--- config.mk ---
export PLATFORM = sky130hd
export DESIGN_NAME = vram_arbiter
export DESIGN_NICKNAME = d
export VERILOG_FILES = /design/src/rtl/vram_pkg.sv /design/src/rtl/vram_resp_pipe.sv /design/src/rtl/vram_arbiter.sv
export SDC_FILE = /design/constraint.sdc
export NUM_CORES = 1
export LEC_CHECK = 0
export ABC_AREA = 1
export ABC_CLOCK_PERIOD_IN_PS = 1800
export BUFFER_PORTS_ARGS = -buffer_cell sky130_fd_sc_hd__clkbuf_2
export CORE_MARGIN = 2
export CORE_UTILIZATION = 47
export CTS_CLUSTER_SIZE = 40
export DETAILED_ROUTE_END_ITERATION = 10
export GPL_TIMING_DRIVEN = 1
export PLACE_DENSITY = 0.81
export SYNTH_ARGS = -nofsm -noshare
export SYNTH_HDL_FRONTEND = slang
export SYNTH_SLANG_ARGS = --single-unit
--- constraint.sdc ---
create_clock -name clk -period 1.8 [get_ports clk]
set_input_delay 0.27 -clock clk [delete_from_list [all_inputs] [get_ports clk]]
set_output_delay 0.27 -clock clk [all_outputs]
set_load 0.05 [all_outputs]
--- src/rtl/vram_pkg.sv ---
// Shared types and sizes for the video SRAM arbiter: owner tags, bus widths,
// default read latency and the saturating wait-counter helper.
package vram_pkg;

  localparam int VRAM_ADDR_W          = 16;
  localparam int VRAM_DATA_W          = 8;
  localparam int DEFAULT_SRAM_LATENCY = 2;
  localparam int VRAM_WAIT_W          = 4;

  typedef enum logic {
    OWN_VID = 1'b0,
    OWN_CPU = 1'b1
  } owner_e;

  // One slot of the read-return tag pipeline.
  typedef struct packed {
    logic   valid;
    owner_e owner;
  } tag_t;

  localparam tag_t TAG_IDLE = '{valid: 1'b0, owner: OWN_VID};

  function automatic logic [VRAM_WAIT_W-1:0] sat_inc(input logic [VRAM_WAIT_W-1:0] v);
    return (&v) ? v : v + 1'b1;
  endfunction

endpackage

--- src/rtl/vram_resp_pipe.sv ---
// Tag shift register that follows each SRAM read through the array latency and
// steers the returning byte to the requester that issued it.
module vram_resp_pipe
  import vram_pkg::*;
#(
  parameter int LATENCY = DEFAULT_SRAM_LATENCY
) (
  input  logic                   clk,
  input  logic                   reset_n,
  input  logic                   issue_valid,
  input  owner_e                 issue_owner,
  input  logic [VRAM_DATA_W-1:0] sram_data_out,
  output logic                   vid_rvalid,
  output logic [VRAM_DATA_W-1:0] vid_rdata,
  output logic                   cpu_rvalid,
  output logic [VRAM_DATA_W-1:0] cpu_rdata
);

  tag_t stage [LATENCY];
  tag_t head;
  logic head_vid;
  logic head_cpu;

  assign head     = stage[LATENCY-1];
  assign head_vid = head.valid && (head.owner == OWN_VID);
  assign head_cpu = head.valid && (head.owner == OWN_CPU);

  // Stage 0 is loaded on the issue edge; the last stage lines up with the
  // cycle in which sram_data_out holds the addressed byte.
  always_ff @(posedge clk or negedge reset_n) begin
    if (!reset_n) begin
      for (int i = 0; i < LATENCY; i++) stage[i] <= TAG_IDLE;
    end else begin
      stage[0] <= '{valid: issue_valid, owner: issue_owner};
      for (int i = 1; i < LATENCY; i++) stage[i] <= stage[i-1];
    end
  end

  always_ff @(posedge clk or negedge reset_n) begin
    if (!reset_n) begin
      vid_rvalid <= 1'b0;
      cpu_rvalid <= 1'b0;
      vid_rdata  <= '0;
      cpu_rdata  <= '0;
    end else begin
      vid_rvalid <= head_vid;
      cpu_rvalid <= head_cpu;
      if (head_vid) vid_rdata <= sram_data_out;
      if (head_cpu) cpu_rdata <= sram_data_out;
    end
  end

endmodule

--- src/rtl/vram_arbiter.sv ---
// Single-port video SRAM scheduler: video scan-out has priority, the CPU is
// guaranteed a slot after CPU_MAX_WAIT consecutive refusals.
module vram_arbiter
  import vram_pkg::*;
#(
  parameter int SRAM_LATENCY = DEFAULT_SRAM_LATENCY,
  parameter int CPU_MAX_WAIT = 4
) (
  input  logic                   clk,
  input  logic                   reset_n,
  input  logic                   vid_req,
  input  logic [VRAM_ADDR_W-1:0] vid_addr,
  output logic                   vid_ack,
  output logic                   vid_rvalid,
  output logic [VRAM_DATA_W-1:0] vid_rdata,
  input  logic                   cpu_valid,
  input  logic                   cpu_we,
  input  logic [VRAM_ADDR_W-1:0] cpu_addr,
  input  logic [VRAM_DATA_W-1:0] cpu_wdata,
  output logic                   cpu_ready,
  output logic                   cpu_rvalid,
  output logic [VRAM_DATA_W-1:0] cpu_rdata,
  output logic [VRAM_ADDR_W-1:0] sram_addr,
  output logic [VRAM_DATA_W-1:0] sram_data_in,
  output logic                   sram_write_enable,
  input  logic [VRAM_DATA_W-1:0] sram_data_out
);

  localparam logic [VRAM_WAIT_W-1:0] WAIT_LIMIT = VRAM_WAIT_W'(CPU_MAX_WAIT);

  logic [VRAM_WAIT_W-1:0] wait_cnt;
  logic                   cpu_force;
  logic                   vid_xfer;
  logic                   cpu_xfer;
  logic                   issue_valid;
  owner_e                 issue_owner;

  // Handshake: a requester holds req/valid with its payload stable until it
  // sees ack/ready high; the transfer happens on the rising edge where both are
  // high. Grants are built from the request inputs only and are held low while
  // reset is asserted.
  always_comb begin
    cpu_force = cpu_valid && (wait_cnt >= WAIT_LIMIT);
    vid_ack   = reset_n && vid_req && !cpu_force;
    cpu_ready = reset_n && cpu_valid && (cpu_force || !vid_req);
  end

  assign vid_xfer    = vid_req && vid_ack;
  assign cpu_xfer    = cpu_valid && cpu_ready;
  assign issue_valid = vid_xfer || (cpu_xfer && !cpu_we);
  assign issue_owner = cpu_xfer ? OWN_CPU : OWN_VID;

  // SRAM command register; address and write data hold through idle cycles.
  always_ff @(posedge clk or negedge reset_n) begin
    if (!reset_n) begin
      sram_addr         <= '0;
      sram_data_in      <= '0;
      sram_write_enable <= 1'b0;
    end else begin
      sram_write_enable <= 1'b0;
      if (cpu_xfer) begin
        sram_addr <= cpu_addr;
        if (cpu_we) begin
          sram_write_enable <= 1'b1;
          sram_data_in      <= cpu_wdata;
        end
      end else if (vid_xfer) begin
        sram_addr <= vid_addr;
      end
    end
  end

  // Counts consecutive refused CPU cycles; any grant or idle CPU clears it.
  always_ff @(posedge clk or negedge reset_n) begin
    if (!reset_n) begin
      wait_cnt <= '0;
    end else if (cpu_valid && !cpu_ready) begin
      wait_cnt <= sat_inc(wait_cnt);
    end else begin
      wait_cnt <= '0;
    end
  end

  vram_resp_pipe #(
    .LATENCY(SRAM_LATENCY)
  ) u_resp_pipe (
    .clk          (clk),
    .reset_n      (reset_n),
    .issue_valid  (issue_valid),
    .issue_owner  (issue_owner),
    .sram_data_out(sram_data_out),
    .vid_rvalid   (vid_rvalid),
    .vid_rdata    (vid_rdata),
    .cpu_rvalid   (cpu_rvalid),
    .cpu_rdata    (cpu_rdata)
  );

endmodule

==> results.sh, run 1 <==
export IMPL_io_pins=98
export IMPL_cp_required_ns=1.53
export IMPL_crit_top_cell="nand2_4"
export IMPL_final_nets=425
export IMPL_cpLargestDelayFamily="flip-flops"
export IMPL_critPathKind="reg2out"
export IMPL_track_usage_pct=19.15
export IMPL_core_um2=4755
export IMPL_cts_buffer_depth=2
export IMPL_die_area_um2=5533
export IMPL_die_w_um=74.39
export IMPL_cp_depth=5
export IMPL_grt_pass1_vias=1954
export IMPL_htreeDepth=2
export IMPL_regToRegStartpoint="wait_cnt[2]"
export IMPL_multi_input_area_um2=804.5
export IMPL_grt_max_degree=50
export IMPL_clkLatencyLatePin_ns=0.29
export IMPL_holdPathStages=3
export IMPL_cp_start_kind="register"
export IMPL_final_cell_mix="clkbuf_2 (95), nand2_1 (84), dfrtp_1 (51)"
export IMPL_tightestPinTransition_ns=0.6257
export IMPL_crit_fanout=6
export IMPL_drt_pass1_iter_count=4
export IMPL_root_buffer="clkbuf_8"
export IMPL_slew_headroom_pct=58.24
export IMPL_crit_path_top_delay_cell="dfrtp_1"
export IMPL_leakagePower_nw=1.819
export IMPL_syn_area_um2=2328
export IMPL_syn_instance_count=268
export IMPL_portBuffers=97
export IMPL_cap_viol_max_count=0
export IMPL_layout_drive_gt1_share_pct=36.02
export IMPL_postRouteAntennaNets=0
export IMPL_crit_chain="o21ai_2 -> nand2_4 -> nand2_4 -> inv_1 -> clkbuf_4"
export IMPL_max_stage_delay_ns=0.45
export IMPL_antenna_found_initial=0
export IMPL_worstRegToRegCells=7
export IMPL_cts_tree="built"
export IMPL_ys_types=23
export IMPL_synth_seq_area_share_pct=54.81
export IMPL_start_util_pct=48.97
export IMPL_routed_wl_mm=4.845
export IMPL_path_buf_inv=2
export IMPL_path_clk_slew_ns=0.09
export IMPL_wl_met3_um=345
export IMPL_outcome="finished, final reports clean"
export IMPL_hp_start="cpu_wdata[3]"
export IMPL_rsz0062_at_grt="no"
export IMPL_drv_slew=0
export IMPL_routed_wl_met2_mm=2.289
export IMPL_finalSetupTns_ns=0
export IMPL_grt_pass1_wl_mm=8.190
export IMPL_area_growth_pct=28.48
export IMPL_synth_area_per_cell_um2=8.688
export IMPL_final_core_utilization_pct=62.92
export IMPL_rows=25
export IMPL_diodes=0
export IMPL_top_layer_used="met4"
export IMPL_routedWlPerCell_um=11.04
export IMPL_cp_startpoint="wait_cnt[2]"
export IMPL_hold_class="in2reg"
export IMPL_setup_viol=0
export IMPL_end_kind="output port"
export IMPL_cts_num_sinks=51
export IMPL_cp_arrival_ns=1.41
export IMPL_seqCellArea_um2=1276
export IMPL_ir_worst_vdd_uv=430.4
export IMPL_cts_buffers=5
export IMPL_vias=1988
export IMPL_final_setup_skew_ns=0.01001
export IMPL_nFillCells=439
export IMPL_gr_total_overflow=0
export IMPL_synth_seq_cells=51
export IMPL_fmax_ghz=0.5963
export IMPL_die_h_um=74.39
export IMPL_synthesis_nets=322
export IMPL_fin_crit_ns=1.677
export IMPL_hold_viol=0
export IMPL_drt_iter0_drc=87
export IMPL_final_common_cell="clkbuf_2"
export IMPL_power_per_cell_area_nw_per_um2=1071
export IMPL_place_gp_congestion=0.7162
export IMPL_yosys_warnings=0
export IMPL_finalCritPeriodShare_pct=93.16
export IMPL_wl_met1_mm=2.116
export IMPL_drc=0
export IMPL_dp_hpwl_mm=3.687
export IMPL_vias_per_cell=4.528
==> path summary, 6_finish.rpt <==
path / slack (ns) / end
worst min-delay path: 0.17 / sram_data_in[3]
max in group asynchronous: 1.22 / sram_data_in[7]
worst min register to register: 0.36 / u_resp_pipe.head[1]
worst max-delay path: 0.12 / cpu_ready
min in group asynchronous: 0.18 / sram_addr[2]
worst max register to register: 0.38 / sram_addr[7]
==> stage by stage <==
step                setup WS (ns)  cells  hold slack, ns  cell area, µm²  power, mW
floorplan                0.004432    268        -0.02559            2328      2.282
global placement           0.3230    428          0.1083            2879      2.582
detailed placement         0.2586    428          0.1083            2879      2.607
CTS                        0.1113    439          0.1664            2992      3.242
global route              0.04199    439          0.1735            2992      3.388
finish                     0.1231    439          0.1740            2992      3.205
==> power breakdown <==
| group | switching (mW) | internal, mW | total [mW] |
|---|---|---|---|
| clock network | 0.354 | 0.272 | 0.626 |
| registers | 0.101 | 1.32 | 1.42 |
| logic | 0.888 | 0.267 | 1.16 |
==> cells by family after synthesis <==
logic type	count (synthesis)	share of synthesized area, %
AND/OR/NAND/NOR	134	27.78
buffers and inverters	57	10.64
flip-flops	51	54.81
adder cells (fa/ha/maj)	1	0.5373
AO/OA/AOI/OAI	22	5.105
XOR/XNOR	3	1.129
==> worst register-to-register path, cell delays in order (launching register included) <==
cell	delay, ns
dfrtp_1	0.45
o21ai_2	0.21
nand2_4	0.09
nand2_4	0.08
buf_4	0.26
nand2_1	0.09
nand3_1	0.08
nand2_1	0.06
==> cells in the mapped netlist <==
| master | number | area (µm²) |
|---|---|---|
| nand2_1 | 84 | 315.3 |
| buf_12 | 1 | 20.02 |
| nor2_1 | 3 | 11.26 |
| o21ai_2 | 2 | 17.52 |
| ha_1 | 1 | 12.51 |
| xnor2_1 | 2 | 17.52 |
| nor2_8 | 1 | 20.02 |
| xor2_1 | 1 | 8.760 |
| nand3_2 | 9 | 90.09 |
| a21oi_1 | 3 | 15.01 |
| buf_2 | 2 | 10.01 |
| o21ai_0 | 16 | 80.08 |
| buf_4 | 1 | 7.510 |
| buf_8 | 1 | 15.01 |
| nand3_1 | 25 | 125.1 |
| clkbuf_1 | 3 | 11.26 |
| o22ai_1 | 1 | 6.260 |
| nand2_2 | 9 | 56.30 |
| nand2_4 | 2 | 22.52 |
| inv_1 | 48 | 180.2 |
| nand4_1 | 1 | 6.260 |
| inv_2 | 1 | 3.750 |
| dfrtp_1 | 51 | 1276 |
==> layer usage <==
| metal | track usage [%] | vias up |
|---|---|---|
| met3 | 4.878 | 10 |
| met1 | 22.75 | 887 |
| li1 | - | 1016 |
| met5 | 0 | - |
| met4 | 7.738 | 0 |
| met2 | 33.14 | 75 |
==> layout make-up <==
type | count | share of cell area (%)
clock buffer | 6 | 2.426
inverter | 49 | 6.148
tap | 67 | 2.802
multi-input combinational | 160 | 26.89
clock inverter | 2 | 0.4182
timing repair buffer | 104 | 18.65
sequential | 51 | 42.66
==> state kept, by name (all words and copies together), names as in the netlist <==
name                    count
sram_addr                  16
sram_data_in                8
u_resp_pipe.cpu_rdata       8
u_resp_pipe.vid_rdata       8
wait_cnt                    4
u_resp_pipe.head            2
u_resp_pipe.stage           2
sram_write_enable           1
u_resp_pipe.cpu_rvalid      1
u_resp_pipe.vid_rvalid      1
==> repair_timing <==
item	4_1_cts	5_1_grt
setup endpoints to repair	1	0
resized for setup	1	0
hold endpoints to repair	2	0
setup buffers	2	0
hold buffers	1	0
Note: power is estimated with default switching activity, not from simulation.
==> run 2: changes to the inputs <==
--- a/config.mk
+++ b/config.mk
@@ -6,7 +6,7 @@
 export NUM_CORES = 1
 export LEC_CHECK = 0
 export ABC_AREA = 1
-export ABC_CLOCK_PERIOD_IN_PS = 1800
+export ABC_CLOCK_PERIOD_IN_PS = 1700
 export BUFFER_PORTS_ARGS = -buffer_cell sky130_fd_sc_hd__clkbuf_2
 export CORE_MARGIN = 2
 export CORE_UTILIZATION = 47
==> constraint.sdc (replaced) <==
create_clock -name clk -period 1.7 [get_ports clk]
set_input_delay 0.255 -clock clk [delete_from_list [all_inputs] [get_ports clk]]
set_output_delay 0.255 -clock clk [all_outputs]
set_load 0.05 [all_outputs]
==> results.sh, run 2 (synthesized netlist as in run 1, its figures left out) <==
export IMPL_outcome="finished, final reports clean"
export IMPL_vias=2038
export IMPL_final_common_cell="clkbuf_2"
export IMPL_io_pins=98
export IMPL_grt_max_degree=36
export IMPL_setup_viol=0
export IMPL_cts_tree="built"
export IMPL_r2r_setup_slack_ns=0.40
export IMPL_place_gp_congestion=0.7693
export IMPL_ir_worst_vdd_uv=459.8
export IMPL_die_area_um2=5533
export IMPL_portBuffers=97
export IMPL_die_h_um=74.39
export IMPL_track_usage_pct=19.49
export IMPL_area_growth_pct=32.13
export IMPL_postRouteAntennaNets=0
export IMPL_critPathKind="reg2out"
export IMPL_top_register="sram_addr"
export IMPL_leakagePower_nw=1.859
export IMPL_routedWlPerCell_um=11.21
export IMPL_fin_crit_ns=1.621
export IMPL_core_um2=4755
export IMPL_start_util_pct=48.97
export IMPL_cts_buffers=5
export IMPL_cts_buffer_depth=2
export IMPL_drv_slew=0
export IMPL_gr_total_overflow=0
export IMPL_routed_wl_mm=5.000
export IMPL_die_w_um=74.39
export IMPL_fmax_ghz=0.6168
export IMPL_drt_iter0_drc=84
export IMPL_end_kind="output port"
export IMPL_layout_drive_gt1_share_pct=37.47
export IMPL_fin_cells=446
export IMPL_rows=25
export IMPL_final_setup_skew_ns=0.01007
export IMPL_grt_pass1_vias=1937
export IMPL_tightestPinTransition_ns=0.4889
export IMPL_finalCritPeriodShare_pct=95.38
export IMPL_cp_required_ns=1.44
export IMPL_power_per_cell_area_nw_per_um2=1135
export IMPL_cts_num_sinks=51
export IMPL_final_cell_mix="clkbuf_2 (95), nand2_1 (84), dfrtp_1 (51)"
export IMPL_vias_per_cell=4.570
export IMPL_crit_fanout=9
export IMPL_drt_pass1_iter_count=4
export IMPL_dp_hpwl_mm=3.699
export IMPL_slew_headroom_pct=67.33
export IMPL_drc=0
export IMPL_cp_arrival_ns=1.37
export IMPL_hold_viol=0
export IMPL_clkLatencyLatePin_ns=0.30
export IMPL_grt_pass1_wl_mm=8.390
export IMPL_dpl_cell_count=431
export IMPL_finalSetupTns_ns=0
export IMPL_largest_reg_flops=16
export IMPL_cp_start_kind="register"
export IMPL_htreeDepth=2
export IMPL_path_clk_slew_ns=0.09
export IMPL_root_buffer="clkbuf_8"
export IMPL_hold_class="in2async"
export IMPL_final_nets=432
export IMPL_diodes=0
export IMPL_antenna_found_initial=0
export IMPL_cap_viol_max_count=0
-- run 2: cell types whose count changed in the layout (fill, tap and decap cells not counted), sizes merged --
cell,before,now
buf,7,14
clkinv,1,0
dlygate4sd3,1,2
-- run 2: per-layer routing --
layer	track usage (%)	vias up	part of all wire (%)
li1	-	1028	-
met3	4.201	5	6.8
met5	0	-	0
met1	23.43	928	44
met2	34.41	77	48
met4	6.944	0	1.1
-- run 2: power by group --
part / internal [mW] / switching, mW / total, mW
sequential: 1.40 / 0.105 / 1.51
combinational: 0.292 / 0.944 / 1.24
clock: 0.370 / 0.381 / 0.751
-- run 2: path summary, 6_finish.rpt --
path / start / to / cells after the start
setup / recovery: wait_cnt[3] / cpu_ready / 5
hold / removal: reset_n / u_resp_pipe.stage[3] / 2
setup reg to reg: wait_cnt[3] / sram_data_in[5] / 7
hold reg to reg: u_resp_pipe.stage[2] / u_resp_pipe.head[0] / 0
max in group asynchronous: reset_n / u_resp_pipe.cpu_rdata[7] / 3
min in group clk: cpu_wdata[3] / sram_data_in[3] / 3
-- run 2: worst max-delay path: stages (launching register included) --
cell and delay [ns]:
dfrtp_1 0.42, o21ai_2 0.19, nand2_4 0.11, nand2_8 0.10
inv_1 0.06, buf_4 0.19
-- run 2: layout make-up --
type | instances | area (µm²)
inverter | 49 | 183.9
tap | 67 | 83.83
timing repair buffer | 111 | 613.1
sequential | 51 | 1276
clock buffer | 7 | 96.34
fill | 428 | 1678
multi-input combinational | 160 | 815.8
clock inverter | 1 | 7.507
-- run 2: repair_timing --
| action | in CTS | in global routing |
|---|---|---|
| gates resized for setup | 1 | 2 |
| hold buffers | 2 | 0 |
| buffers inserted | 3 | 2 |
| setup endpoints to repair | 2 | 1 |
| pin swaps | 1 | 1 |
| endpoints found under the hold margin | 4 | 0 |
-- run 2: per-stage QoR --
| stage | area [µm²] | util (%) | total power [mW] | hold slack [ns] | setup slack (ns) |
|---|---|---|---|---|---|
| detailed placement | 2904 | 61.08 | 2.762 | 0.1211 | 0.1857 |
| global route | 3077 | 64.71 | 3.689 | 0.1511 | -0.003511 |
| finish | 3077 | 64.71 | 3.493 | 0.1034 | 0.07862 |
| global placement | 2904 | 61.08 | 2.744 | 0.1151 | 0.2277 |
| floorplan | 2331 | - | 2.416 | -0.04059 | 0.1484 |
| CTS | 3053 | 64.21 | 3.525 | 0.1130 | 0.02999 |
==> run 3: changes to the inputs <==
--- a/config.mk
+++ b/config.mk
@@ -5,15 +5,14 @@
 export SDC_FILE = /design/constraint.sdc
 export NUM_CORES = 1
 export LEC_CHECK = 0
-export ABC_AREA = 1
-export ABC_CLOCK_PERIOD_IN_PS = 1700
+export ABC_CLOCK_PERIOD_IN_PS = 1850
 export BUFFER_PORTS_ARGS = -buffer_cell sky130_fd_sc_hd__clkbuf_2
 export CORE_MARGIN = 2
-export CORE_UTILIZATION = 47
+export CORE_UTILIZATION = 46
 export CTS_CLUSTER_SIZE = 40
 export DETAILED_ROUTE_END_ITERATION = 10
 export GPL_TIMING_DRIVEN = 1
-export PLACE_DENSITY = 0.81
+export PLACE_DENSITY = 0.91
 export SYNTH_ARGS = -nofsm -noshare
 export SYNTH_HDL_FRONTEND = slang
 export SYNTH_SLANG_ARGS = --single-unit
==> constraint.sdc (replaced) <==
create_clock -name clk -period 1.85 [get_ports clk]
set_input_delay 0.2775 -clock clk [delete_from_list [all_inputs] [get_ports clk]]
set_output_delay 0.2775 -clock clk [all_outputs]
set_load 0.05 [all_outputs]
==> results.sh, run 3 <==
export IMPL_area_growth_pct=31.98
export IMPL_htreeDepth=2
export IMPL_yosys_top_cells_area="dfrtp_1 (59%), mux2_2 (8.4%), mux2_4 (5.6%)"
export IMPL_cts_buffer_depth=2
export IMPL_rsz0062_at_grt="no"
export IMPL_r2r_end="sram_data_in[1]"
export IMPL_grt_pass1_vias=1681
export IMPL_p_clk_share_pct=22.2
export IMPL_pwr_share_seq_pct=41.9
export IMPL_setup_slack_ns=0.2115
export IMPL_power_switching_mw=1.298
export IMPL_cts_num_sinks=51
export IMPL_drt_pass1_iter_count=4
export IMPL_vias=1782
export IMPL_post_cts_setup_buffers=0
export IMPL_cp_start_kind="register"
export IMPL_ir_worst_vdd_uv=459.0
export IMPL_die_h_um=72.40
export IMPL_drc=0
export IMPL_synthesis_nets=236
export IMPL_synth_seq_cells=51
export IMPL_synth_edf_count=0
export IMPL_synth_area_leader_cell="dfrtp_1"
export IMPL_postSynth_asyncResetShare_pct=100.0
export IMPL_core_um2=4444
export IMPL_final_nets=339
export IMPL_synth_area_per_cell_um2=11.82
export IMPL_top_register="sram_addr"
export IMPL_root_buffer="clkbuf_8"
export IMPL_worstRegToRegCells=3
export IMPL_ys_flop_type="dfrtp_1"
export IMPL_dpl_cell_area_um2=2714
export IMPL_drt_iter0_drc=119
export IMPL_final_cell_mix="clkbuf_2 (96), dfrtp_1 (51), nor2_1 (22)"
export IMPL_regToRegStartpoint="wait_cnt[2]"
export IMPL_final_common_cell="clkbuf_2"
export IMPL_r2r_setup_slack_ns=0.31
export IMPL_fmax_ghz=0.6103
export IMPL_ys_types=26
export IMPL_drv_slew=0
export IMPL_sw_frac_of_total_pct=39.15
export IMPL_cp_startpoint="wait_cnt[2]"
export IMPL_cts_buffers=5
export IMPL_io_pins=98
export IMPL_largest_reg_flops=16
export IMPL_place_ws_ns=0.3158
export IMPL_outcome="finished, final reports clean"
export IMPL_synth_common_cells="dfrtp_1 (51), nor2_1 (22), o21ai_0 (18)"
export IMPL_path_clk_slew_ns=0.08
export IMPL_stdcell_area_um2=2840
export IMPL_rows=24
export IMPL_yosysMostFrequentCell="dfrtp_1"
export IMPL_routedWlPerCell_um=15.01
export IMPL_postRouteAntennaNets=0
export IMPL_routed_wl_mm=5.057
export IMPL_crit_fanout=8
export IMPL_die_w_um=72.40
export IMPL_grt_pass1_wl_mm=7.935
export IMPL_cp_required_ns=1.57
export IMPL_clkLatencyLatePin_ns=0.29
export IMPL_vias_per_cell=5.288
export IMPL_cts_hold_buffers_added=2
export IMPL_power_per_cell_area_nw_per_um2=1167
export IMPL_finalCritPeriodShare_pct=88.57
export IMPL_tightestPinTransition_ns=0.6177
export IMPL_finalSetupTns_ns=0
export IMPL_place_gp_congestion=0.7434
export IMPL_hold_viol=0
export IMPL_layout_drive_gt1_share_pct=48.42
export IMPL_final_core_utilization_pct=63.91
export IMPL_internal_power_mw=2.018
export IMPL_crit_end="cpu_ready"
export IMPL_cap_viol_max_count=0
export IMPL_cts_resized=0
export IMPL_antenna_found_initial=0
export IMPL_p_comb_share_pct=35.9
export IMPL_end_kind="output port"
export IMPL_yosysTopAreaCellShare_pct=59.30
export IMPL_track_usage_pct=19.70
export IMPL_synth_seq_area_share_pct=59.30
export IMPL_start_util_pct=48.42
export IMPL_setup_viol=0
export IMPL_cp_arrival_ns=1.36
export IMPL_p_total_mw=3.316
export IMPL_slew_headroom_pct=58.82
export IMPL_cts_tree="built"
export IMPL_yosys_warnings=0
export IMPL_die_area_um2=5242
export IMPL_dp_hpwl_mm=3.699
export IMPL_fin_crit_ns=1.639
export IMPL_final_setup_skew_ns=0.003827
export IMPL_critPathKind="reg2out"
export IMPL_diodes=0
export IMPL_portBuffers=97
export IMPL_grt_max_degree=41
export IMPL_syn_area_um2=2152
export IMPL_leakagePower_nw=1.425
export IMPL_gr_total_overflow=0
export IMPL_syn_instance_count=182
export IMPL_hold_class="in2async"
[run 3: power by group through the flow]
| stage | Sequential (mW) | Clock, mW | Combinational (mW) |
|---|---|---|---|
| 4_1_cts | 1.39 | 0.763 | 1.20 |
| 2_1_floorplan | 2.01 | 0 | 0.261 |
| 3_5_place_dp | 1.41 | 0 | 1.20 |
| 5_1_grt | 1.41 | 0.802 | 1.25 |
| 6_report | 1.39 | 0.736 | 1.19 |
| 3_3_place_gp | 1.40 | 0 | 1.17 |
[run 3: layer usage]
layer | share of wire, % | global-route usage (%) | up-vias
met2 | 49 | 33.54 | 77
met5 | 0 | 0 | -
met4 | 1.2 | 8.436 | 0
li1 | - | - | 851
met3 | 7.8 | 3.889 | 5
met1 | 42 | 24.47 | 849
[run 3: stage by stage]
step | hold slack (ns) | std cells
CTS | 0.1403 | 337
global placement | 0.09715 | 328
finish | 0.1370 | 337
global route | 0.1708 | 337
detailed placement | 0.1028 | 328
floorplan | -0.01809 | 182
[run 3: cell type report]
| type | count | area [µm²] |
|---|---|---|
| clock buffer | 5 | 68.82 |
| clock inverter | 2 | 37.54 |
| fill | 342 | 1604 |
| inverter | 3 | 11.26 |
| multi-input combinational | 117 | 800.8 |
| sequential | 51 | 1276 |
| tap | 52 | 65.06 |
| timing repair buffer | 107 | 580.6 |
[run 3: kinds of logic after synthesis]
group / after synthesis / synth area share, %
compound gates: 54 / 13.78
mux: 25 / 14.42
flops: 51 / 59.30
simple gates: 36 / 8.024
xor+xnor: 1 / 0.4071
fa+ha+maj: 1 / 0.5813
buf+inv: 14 / 3.488
[run 3: worst min path at each step]
| stage | startpoint | to | slack, ns |
|---|---|---|---|
| 2_1_floorplan | reset_n | sram_addr[0] | -0.02 |
| 3_3_place_gp | reset_n | wait_cnt[0] | 0.1 |
| 3_5_place_dp | reset_n | wait_cnt[0] | 0.10 |
| 4_1_cts | reset_n | u_resp_pipe.vid_rdata[5] | 0.14 |
| 5_1_grt | cpu_we | u_resp_pipe.stage[3] | 0.17 |
| 6_report | reset_n | sram_write_enable | 0.14 |
[run 3: critical path: stages (launching register included)]
cell and delay [ns]:
dfrtp_1 0.46, nor3b_2 0.28, nor2_1 0.08, clkbuf_2 0.25
